<file path="src/rtl/run_detect_pkg.sv">
// Shared types and default sizing for the run detector.
// Holds the FSM state encoding and the run-counter width helper.
package run_detect_pkg;

    localparam int DEF_DATA_W  = 4;
    localparam int DEF_RUN_LEN = 4;
    localparam int DEF_CNT_W   = 4;

    typedef enum logic [1:0] {
        IDLE     = 2'd0,
        SEEK     = 2'd1,
        WAIT_LOW = 2'd2
    } state_t;

    // clog2 of the run length, never narrower than one bit
    function automatic int run_cnt_width(input int run_len);
        return (run_len <= 2) ? 1 : $clog2(run_len);
    endfunction

endpackage

</file>
<file path="src/rtl/run_detect.sv">
// Run detector: captures a threshold on command, then counts distinct runs of
// RUN_LEN consecutive samples strictly above it, with a saturating counter.
module run_detect
    import run_detect_pkg::*;
#(
    parameter int DATA_W  = DEF_DATA_W,
    parameter int RUN_LEN = DEF_RUN_LEN,
    parameter int CNT_W   = DEF_CNT_W
) (
    input  logic              clk,
    input  logic              rst,
    input  logic              strtCapCmp,
    input  logic [DATA_W-1:0] sig,
    output logic [CNT_W-1:0]  N_abv
);

    localparam int RC_W = run_cnt_width(RUN_LEN);
    localparam logic [RC_W-1:0]  RUN_LAST = RC_W'(RUN_LEN - 1);
    localparam logic [CNT_W-1:0] CNT_MAX  = {CNT_W{1'b1}};

    state_t            state_r,   state_nx_s;
    logic [DATA_W-1:0] thresh_r,  thresh_nx_s;
    logic [RC_W-1:0]   run_cnt_r, run_cnt_nx_s;
    logic [CNT_W-1:0]  n_abv_r,   n_abv_nx_s;
    logic              above_s;

    // State, threshold, run counter and output count registers
    always_ff @(posedge clk) begin
        if (rst) begin
            state_r   <= IDLE;
            thresh_r  <= {DATA_W{1'b0}};
            run_cnt_r <= {RC_W{1'b0}};
            n_abv_r   <= {CNT_W{1'b0}};
        end else begin
            state_r   <= state_nx_s;
            thresh_r  <= thresh_nx_s;
            run_cnt_r <= run_cnt_nx_s;
            n_abv_r   <= n_abv_nx_s;
        end
    end

    // Next-state logic; a capture strobe overrides whatever the FSM is doing
    always_comb begin
        state_nx_s   = state_r;
        thresh_nx_s  = thresh_r;
        run_cnt_nx_s = run_cnt_r;
        n_abv_nx_s   = n_abv_r;
        above_s      = (sig > thresh_r);

        if (strtCapCmp) begin
            thresh_nx_s  = sig;
            run_cnt_nx_s = {RC_W{1'b0}};
            n_abv_nx_s   = {CNT_W{1'b0}};
            state_nx_s   = SEEK;
        end else begin
            case (state_r)
                IDLE: begin
                    run_cnt_nx_s = {RC_W{1'b0}};
                    n_abv_nx_s   = {CNT_W{1'b0}};
                end
                SEEK: begin
                    if (above_s && (run_cnt_r == RUN_LAST)) begin
                        n_abv_nx_s   = (n_abv_r == CNT_MAX) ? CNT_MAX : n_abv_r + CNT_W'(1);
                        run_cnt_nx_s = {RC_W{1'b0}};
                        state_nx_s   = WAIT_LOW;
                    end else if (above_s) begin
                        run_cnt_nx_s = run_cnt_r + RC_W'(1);
                    end else begin
                        run_cnt_nx_s = {RC_W{1'b0}};
                    end
                end
                // Extra above-threshold samples past a counted run are ignored
                WAIT_LOW: begin
                    if (!above_s) begin
                        state_nx_s   = SEEK;
                        run_cnt_nx_s = {RC_W{1'b0}};
                    end else begin
                        state_nx_s   = WAIT_LOW;
                    end
                end
                default: begin
                    state_nx_s   = IDLE;
                    run_cnt_nx_s = {RC_W{1'b0}};
                    n_abv_nx_s   = {CNT_W{1'b0}};
                end
            endcase
        end
    end

    assign N_abv = n_abv_r;

endmodule

</file>
<file path="config.mk">
export PLATFORM = sky130hd
export DESIGN_NAME = run_detect
export DESIGN_NICKNAME = d
export VERILOG_FILES = /design/src/rtl/run_detect_pkg.sv /design/src/rtl/run_detect.sv
export SDC_FILE = /design/constraint.sdc
export NUM_CORES = 1
export LEC_CHECK = 0
export CAP_MARGIN = 10
export CORE_AREA = 2 2 47 49
export CTS_CLUSTER_DIAMETER = 150
export CTS_CLUSTER_SIZE = 8
export DETAILED_ROUTE_END_ITERATION = 10
export DIE_AREA = 0 0 49 51
export PLACE_DENSITY_LB_ADDON = 0.05
export SYNTH_ARGS = -nofsm -noshare
export SYNTH_HDL_FRONTEND = slang
export SYNTH_SLANG_ARGS = --single-unit
</file>
<file path="constraint.sdc">
create_clock -name clk -period 3.5 [get_ports clk]
set_clock_uncertainty 0.05 [all_clocks]
set_input_delay 0.7 -clock clk [delete_from_list [all_inputs] [get_ports clk]]
set_output_delay 0.7 -clock clk [all_outputs]
set_load 0.1 [all_outputs]
</file>
==> report_table.html <==
<table>
<tr><th>Metric</th><th>Value</th></tr>
<tr><th colspan="2">Status</th></tr>
<tr><td>Run status</td><td>finished, final reports clean</td></tr>
<tr><th colspan="2">Routing</th></tr>
<tr><td>First-iteration detailed-routing DRC count</td><td>2</td></tr>
<tr><td>DRC violation count after routing</td><td>0</td></tr>
<tr><td>Post-route ant nets</td><td>0</td></tr>
<tr><td>Routed vias/inst</td><td>around 5</td></tr>
<tr><td>Overall via count from detail_route</td><td>616</td></tr>
<tr><td>Mean routed wirelength per cell</td><td>~11 microns</td></tr>
<tr><td>Total detailed-routing wirelength</td><td>around 1400 microns</td></tr>
<tr><td>Drt first pass iters</td><td>4</td></tr>
<tr><th colspan="2">CTS</th></tr>
<tr><td>Clk Latency, worst-skew pair</td><td>between 0.2 and 0.3 ns</td></tr>
<tr><td>Cts bufs inserted</td><td>3</td></tr>
<tr><td>Clock tree from TritonCTS</td><td>done</td></tr>
<tr><td>Count of clock tree sinks</td><td>12</td></tr>
<tr><td>Clock transition at the registers of the reported paths</td><td>~0.070 ns</td></tr>
<tr><td>Number of gates given a new drive strength after cts</td><td>0</td></tr>
<tr><td>Clock root buffer master</td><td>clkbuf_4</td></tr>
<tr><td>Maximum level of the CTS H-tree</td><td>1</td></tr>
<tr><td>Clk buf depth</td><td>2</td></tr>
<tr><td>Post-CTS setup buffer count</td><td>0</td></tr>
<tr><td>Hold buffer count at cts</td><td>0</td></tr>
<tr><th colspan="2">GRT</th></tr>
<tr><td>Maximum number of pins on one net before global-route repair</td><td>10</td></tr>
<tr><td>Antenna violations before repair</td><td>0</td></tr>
<tr><td>Global-route wire length before repair</td><td>2620 microns</td></tr>
<tr><td>Total grt overflow</td><td>0</td></tr>
<tr><td>Global routing usage summed across all routing layers</td><td>a little over an eighth</td></tr>
<tr><td>Number of global-route vias before repair</td><td>approximately 600</td></tr>
<tr><th colspan="2">Synth</th></tr>
<tr><td>Proportion of netlist area held by the largest area contributor</td><td>~32%</td></tr>
<tr><td>Number of warnings issued by yosys</td><td>0</td></tr>
<tr><td>Yosys top cell by area</td><td>dfxtp_1</td></tr>
<tr><td>Post-synthesis sequential area ratio</td><td>between 30% and 40%</td></tr>
<tr><td>Synth area leaders</td><td>dfxtp_1 (32%), ha_1 (15%), mux2i_1 (5.3%)</td></tr>
<tr><td>Mapped Nets</td><td>approximately 100</td></tr>
<tr><td>Synthesized area divided by synthesized cell count</td><td>around 8.8 sq um</td></tr>
<tr><td>Number of cells produced by synthesis</td><td>85</td></tr>
<tr><td>Distinct cell type count of the synthesized netlist</td><td>25</td></tr>
<tr><td>Combined area of all synthesized cells</td><td>between 700 and 800 sq um</td></tr>
<tr><td>#FFs+latches synth</td><td>12</td></tr>
<tr><th colspan="2">Worst setup path</th></tr>
<tr><td>Crit path cell chain</td><td>clkdlybuf4s50_1, inv_1, ha_1, nand4_1, a21boi_4, a311oi_4, a41oi_1, a2111oi_1</td></tr>
<tr><td>Worst reg-to-reg setup slack</td><td>1.43 ns</td></tr>
<tr><td>Data arrival at the endpoint of the critical path</td><td>~2.7 ns</td></tr>
<tr><td>Worst Reg2Reg Path Length in Cells</td><td>7</td></tr>
<tr><td>Worst setup path category</td><td>input port to flop</td></tr>
<tr><td>Kind of launch point of the worst setup path</td><td>input port</td></tr>
<tr><td>Worst path slowest cell</td><td>clkdlybuf4s50_1</td></tr>
<tr><td>Reg2reg end</td><td>N_abv[3]</td></tr>
<tr><td>Worst setup path endpoint</td><td>N_abv[3]</td></tr>
<tr><td>Family with the most delay on the worst path</td><td>compound AO/OA/AOI/OAI gates</td></tr>
<tr><td>Kind of end point of the critical path</td><td>flop</td></tr>
<tr><td>Required time of the critical path</td><td>3.60 ns</td></tr>
<tr><td>Crit-path max FO</td><td>8</td></tr>
<tr><td>Maximum single-stage delay on the critical path</td><td>roughly 0.47 ns</td></tr>
<tr><td>Count of cell instances traversed by the critical path</td><td>8</td></tr>
<tr><td>CP Launch Point</td><td>sig[0]</td></tr>
<tr><td>Count of buffer and inverter cells on the critical path</td><td>2</td></tr>
<tr><td>Startpoint of the lowest-slack register-to-register path</td><td>thresh_r[1]</td></tr>
<tr><th colspan="2">Final layout</th></tr>
<tr><td>Number of nets in the final layout</td><td>113</td></tr>
<tr><td>Area occupied by multi-input gates</td><td>approximately 470 sq um</td></tr>
<tr><td>Filler Cell Count</td><td>around 210</td></tr>
<tr><td>Layout overhead on the synthesized area</td><td>18.4%</td></tr>
<tr><td>Layout cell share with drive strength beyond 1</td><td>a little over an eighth</td></tr>
<tr><td>Final antenna diode count</td><td>0</td></tr>
<tr><td>Area occupied by registers</td><td>about 240 sq um</td></tr>
<tr><td>Non-filler cells in the finished layout</td><td>around 120</td></tr>
<tr><th colspan="2">Floorplanning</th></tr>
<tr><td>Die area</td><td>between 2000 and 2500 sq um</td></tr>
<tr><td>Core area</td><td>about 2100 sq um</td></tr>
<tr><td>Std-Cell Rows</td><td>17</td></tr>
<tr><td>Initial cell density of the core</td><td>36.3%</td></tr>
<tr><td>Overall die width</td><td>~49 microns</td></tr>
<tr><td>Chip height</td><td>~51 microns</td></tr>
<tr><td>Count of pins on the block boundary</td><td>11</td></tr>
<tr><th colspan="2">Pwr</th></tr>
<tr><td>Pwr/cell area</td><td>345 nW/um^2</td></tr>
<tr><td>Static Leakage</td><td>approximately 0.35 nW</td></tr>
<tr><td>Total power draw</td><td>between 0.0003 and 0.0004 W</td></tr>
<tr><td>Worst VDD drop</td><td>around 170 uV</td></tr>
<tr><th colspan="2">STA</th></tr>
<tr><td>Final number of max-transition violations</td><td>0</td></tr>
<tr><td>Worst rel slew slack</td><td>between 30% and 40%</td></tr>
<tr><td>Total negative slack</td><td>0 ns</td></tr>
<tr><td>Final worst path period share</td><td>between 70% and 80%</td></tr>
<tr><td>Number of setup violations in the final report</td><td>0</td></tr>
<tr><td>Worst hold slack after final layout</td><td>0.404 ns</td></tr>
<tr><td>Final critical delay including setup and external delays</td><td>roughly 2.6 ns</td></tr>
<tr><td>RSZ-0062 raised after global routing</td><td>false</td></tr>
<tr><td>Fmax</td><td>about 380 MHz</td></tr>
<tr><td>Fin. Hold Viols</td><td>0</td></tr>
<tr><td>Worst Max-Slew Pin Slew</td><td>0.958 ns</td></tr>
<tr><th colspan="2">Place</th></tr>
<tr><td>Number of port buffers</td><td>10</td></tr>
<tr><td>Half-perimeter wire length after detailed placement</td><td>between 1000 and 1500 microns</td></tr>
<tr><td>Placer Congestion</td><td>0.697</td></tr>
<tr><td>Placed Cells</td><td>120</td></tr>
<tr><th colspan="2">Job</th></tr>
<tr><td>Max-capacitance violation count</td><td>0</td></tr>
<tr><th colspan="2">Min path</th></tr>
<tr><td>Worst min path class</td><td>flop to flop</td></tr>
<tr><td>Launch instance of the worst min-delay path</td><td>run_cnt_r[1]</td></tr>
</table>
## worst min-delay path by stage
| stage | end | slack [ns] | depth (start not counted) |
|---|---|---|---|
| 2_1_floorplan | run_cnt_r[1] | 0.38 | 2 |
| 3_3_place_gp | run_cnt_r[1] | 0.39 | 2 |
| 3_5_place_dp | run_cnt_r[1] | 0.40 | 2 |
| 4_1_cts | run_cnt_r[1] | 0.41 | 2 |
| 5_1_grt | run_cnt_r[1] | 0.43 | 2 |
| 6_report | run_cnt_r[1] | 0.40 | 2 |
## worst register-to-register path: cells and delay by family (launching register included)
| kind | cells | cell delay (ns) |
|---|---|---|
| adder cells (fa/ha/maj) | 1 | 0.28 |
| AND/OR/NAND/NOR | 1 | 0.14 |
| AO/OA/AOI/OAI | 4 | 1.10 |
| flip-flops | 1 | 0.34 |
| buffers and inverters | 1 | 0.05 |
## cell usage in the layout, fill, tap and decap left out, drive strengths merged, types with 2 or more instances in the layout
| cell | n |
|---|---|
| nand3b | 2 |
| o21ai | 4 |
| nand4 | 4 |
| a21oi | 6 |
| nand2b | 2 |
| buf | 3 |
| clkdlybuf4s50 | 7 |
| mux2 | 2 |
| a2111oi | 2 |
| nor2 | 9 |
| dfxtp | 12 |
| nand2 | 9 |
| nand3 | 2 |
| clkbuf | 3 |
| inv | 7 |
| mux2i | 4 |
| ha | 9 |
## synthesized netlist by cell type
cell type / n
dfxtp_1: 12
ha_1: 9
nand2_1: 9
nor2_1: 9
inv_1: 7
a21oi_1: 6
mux2i_1: 4
nand4_1: 4
o21ai_0: 4
clkbuf_1: 2
mux2_2: 2
nand2b_1: 2
nand3_1: 2
nand3b_1: 2
a2111oi_0: 1
a2111oi_1: 1
a21boi_4: 1
a311oi_4: 1
a31o_2: 1
a31oi_1: 1
a41oi_1: 1
buf_2: 1
nor2b_2: 1
o211ai_2: 1
o22ai_1: 1
## report_power, final
part	switching, W	total (W)	internal [W]
combinational	0.0000423	0.0000760	0.0000338
sequential	0.00000409	0.000146	0.000142
clock	0.0000434	0.0000832	0.0000398
total	0.0000897	0.000306	0.000216
## kinds of logic after synthesis
family	Yosys count	synth area share, %
and+or+nand+nor	29	18.5
adders and majority gates	9	15.0
AOI/OAI and AO/OA	19	20.9
muxes	6	8.35
buffers and inverters	10	5.18
DFF	12	32.1
## layer usage
layer	GRT usage, %	routed length, microns
met4	7.14	28
met3	2.63	35
met2	22.6	624
met5	0	0
met1	17.1	694
## registers in the layout (all words and copies together) (netlist names)
register,count
state_r,2
N_abv,4
thresh_r,4
run_cnt_r,2
## per-stage QoR
stage / utilization [%] / worst slack [ns] / cell area (sq um)
3_3_place_gp: 41.9 / 0.576 / 865
3_5_place_dp: 41.9 / 0.592 / 865
2_1_floorplan: - / 1.21 / 749
6_report: 43.0 / 0.901 / 887
4_1_cts: 43.0 / 0.878 / 887
5_1_grt: 43.0 / 0.791 / 887
## final cells by class
cell class,instances,share of cell area [%]
inverter,7,2.96
multi-input combinational,63,53.0
tap,28,3.95
sequential,12,27.1
timing repair buffer,10,10.4
clock buffer,3,2.54
Note: power is estimated with default switching activity, not from simulation.
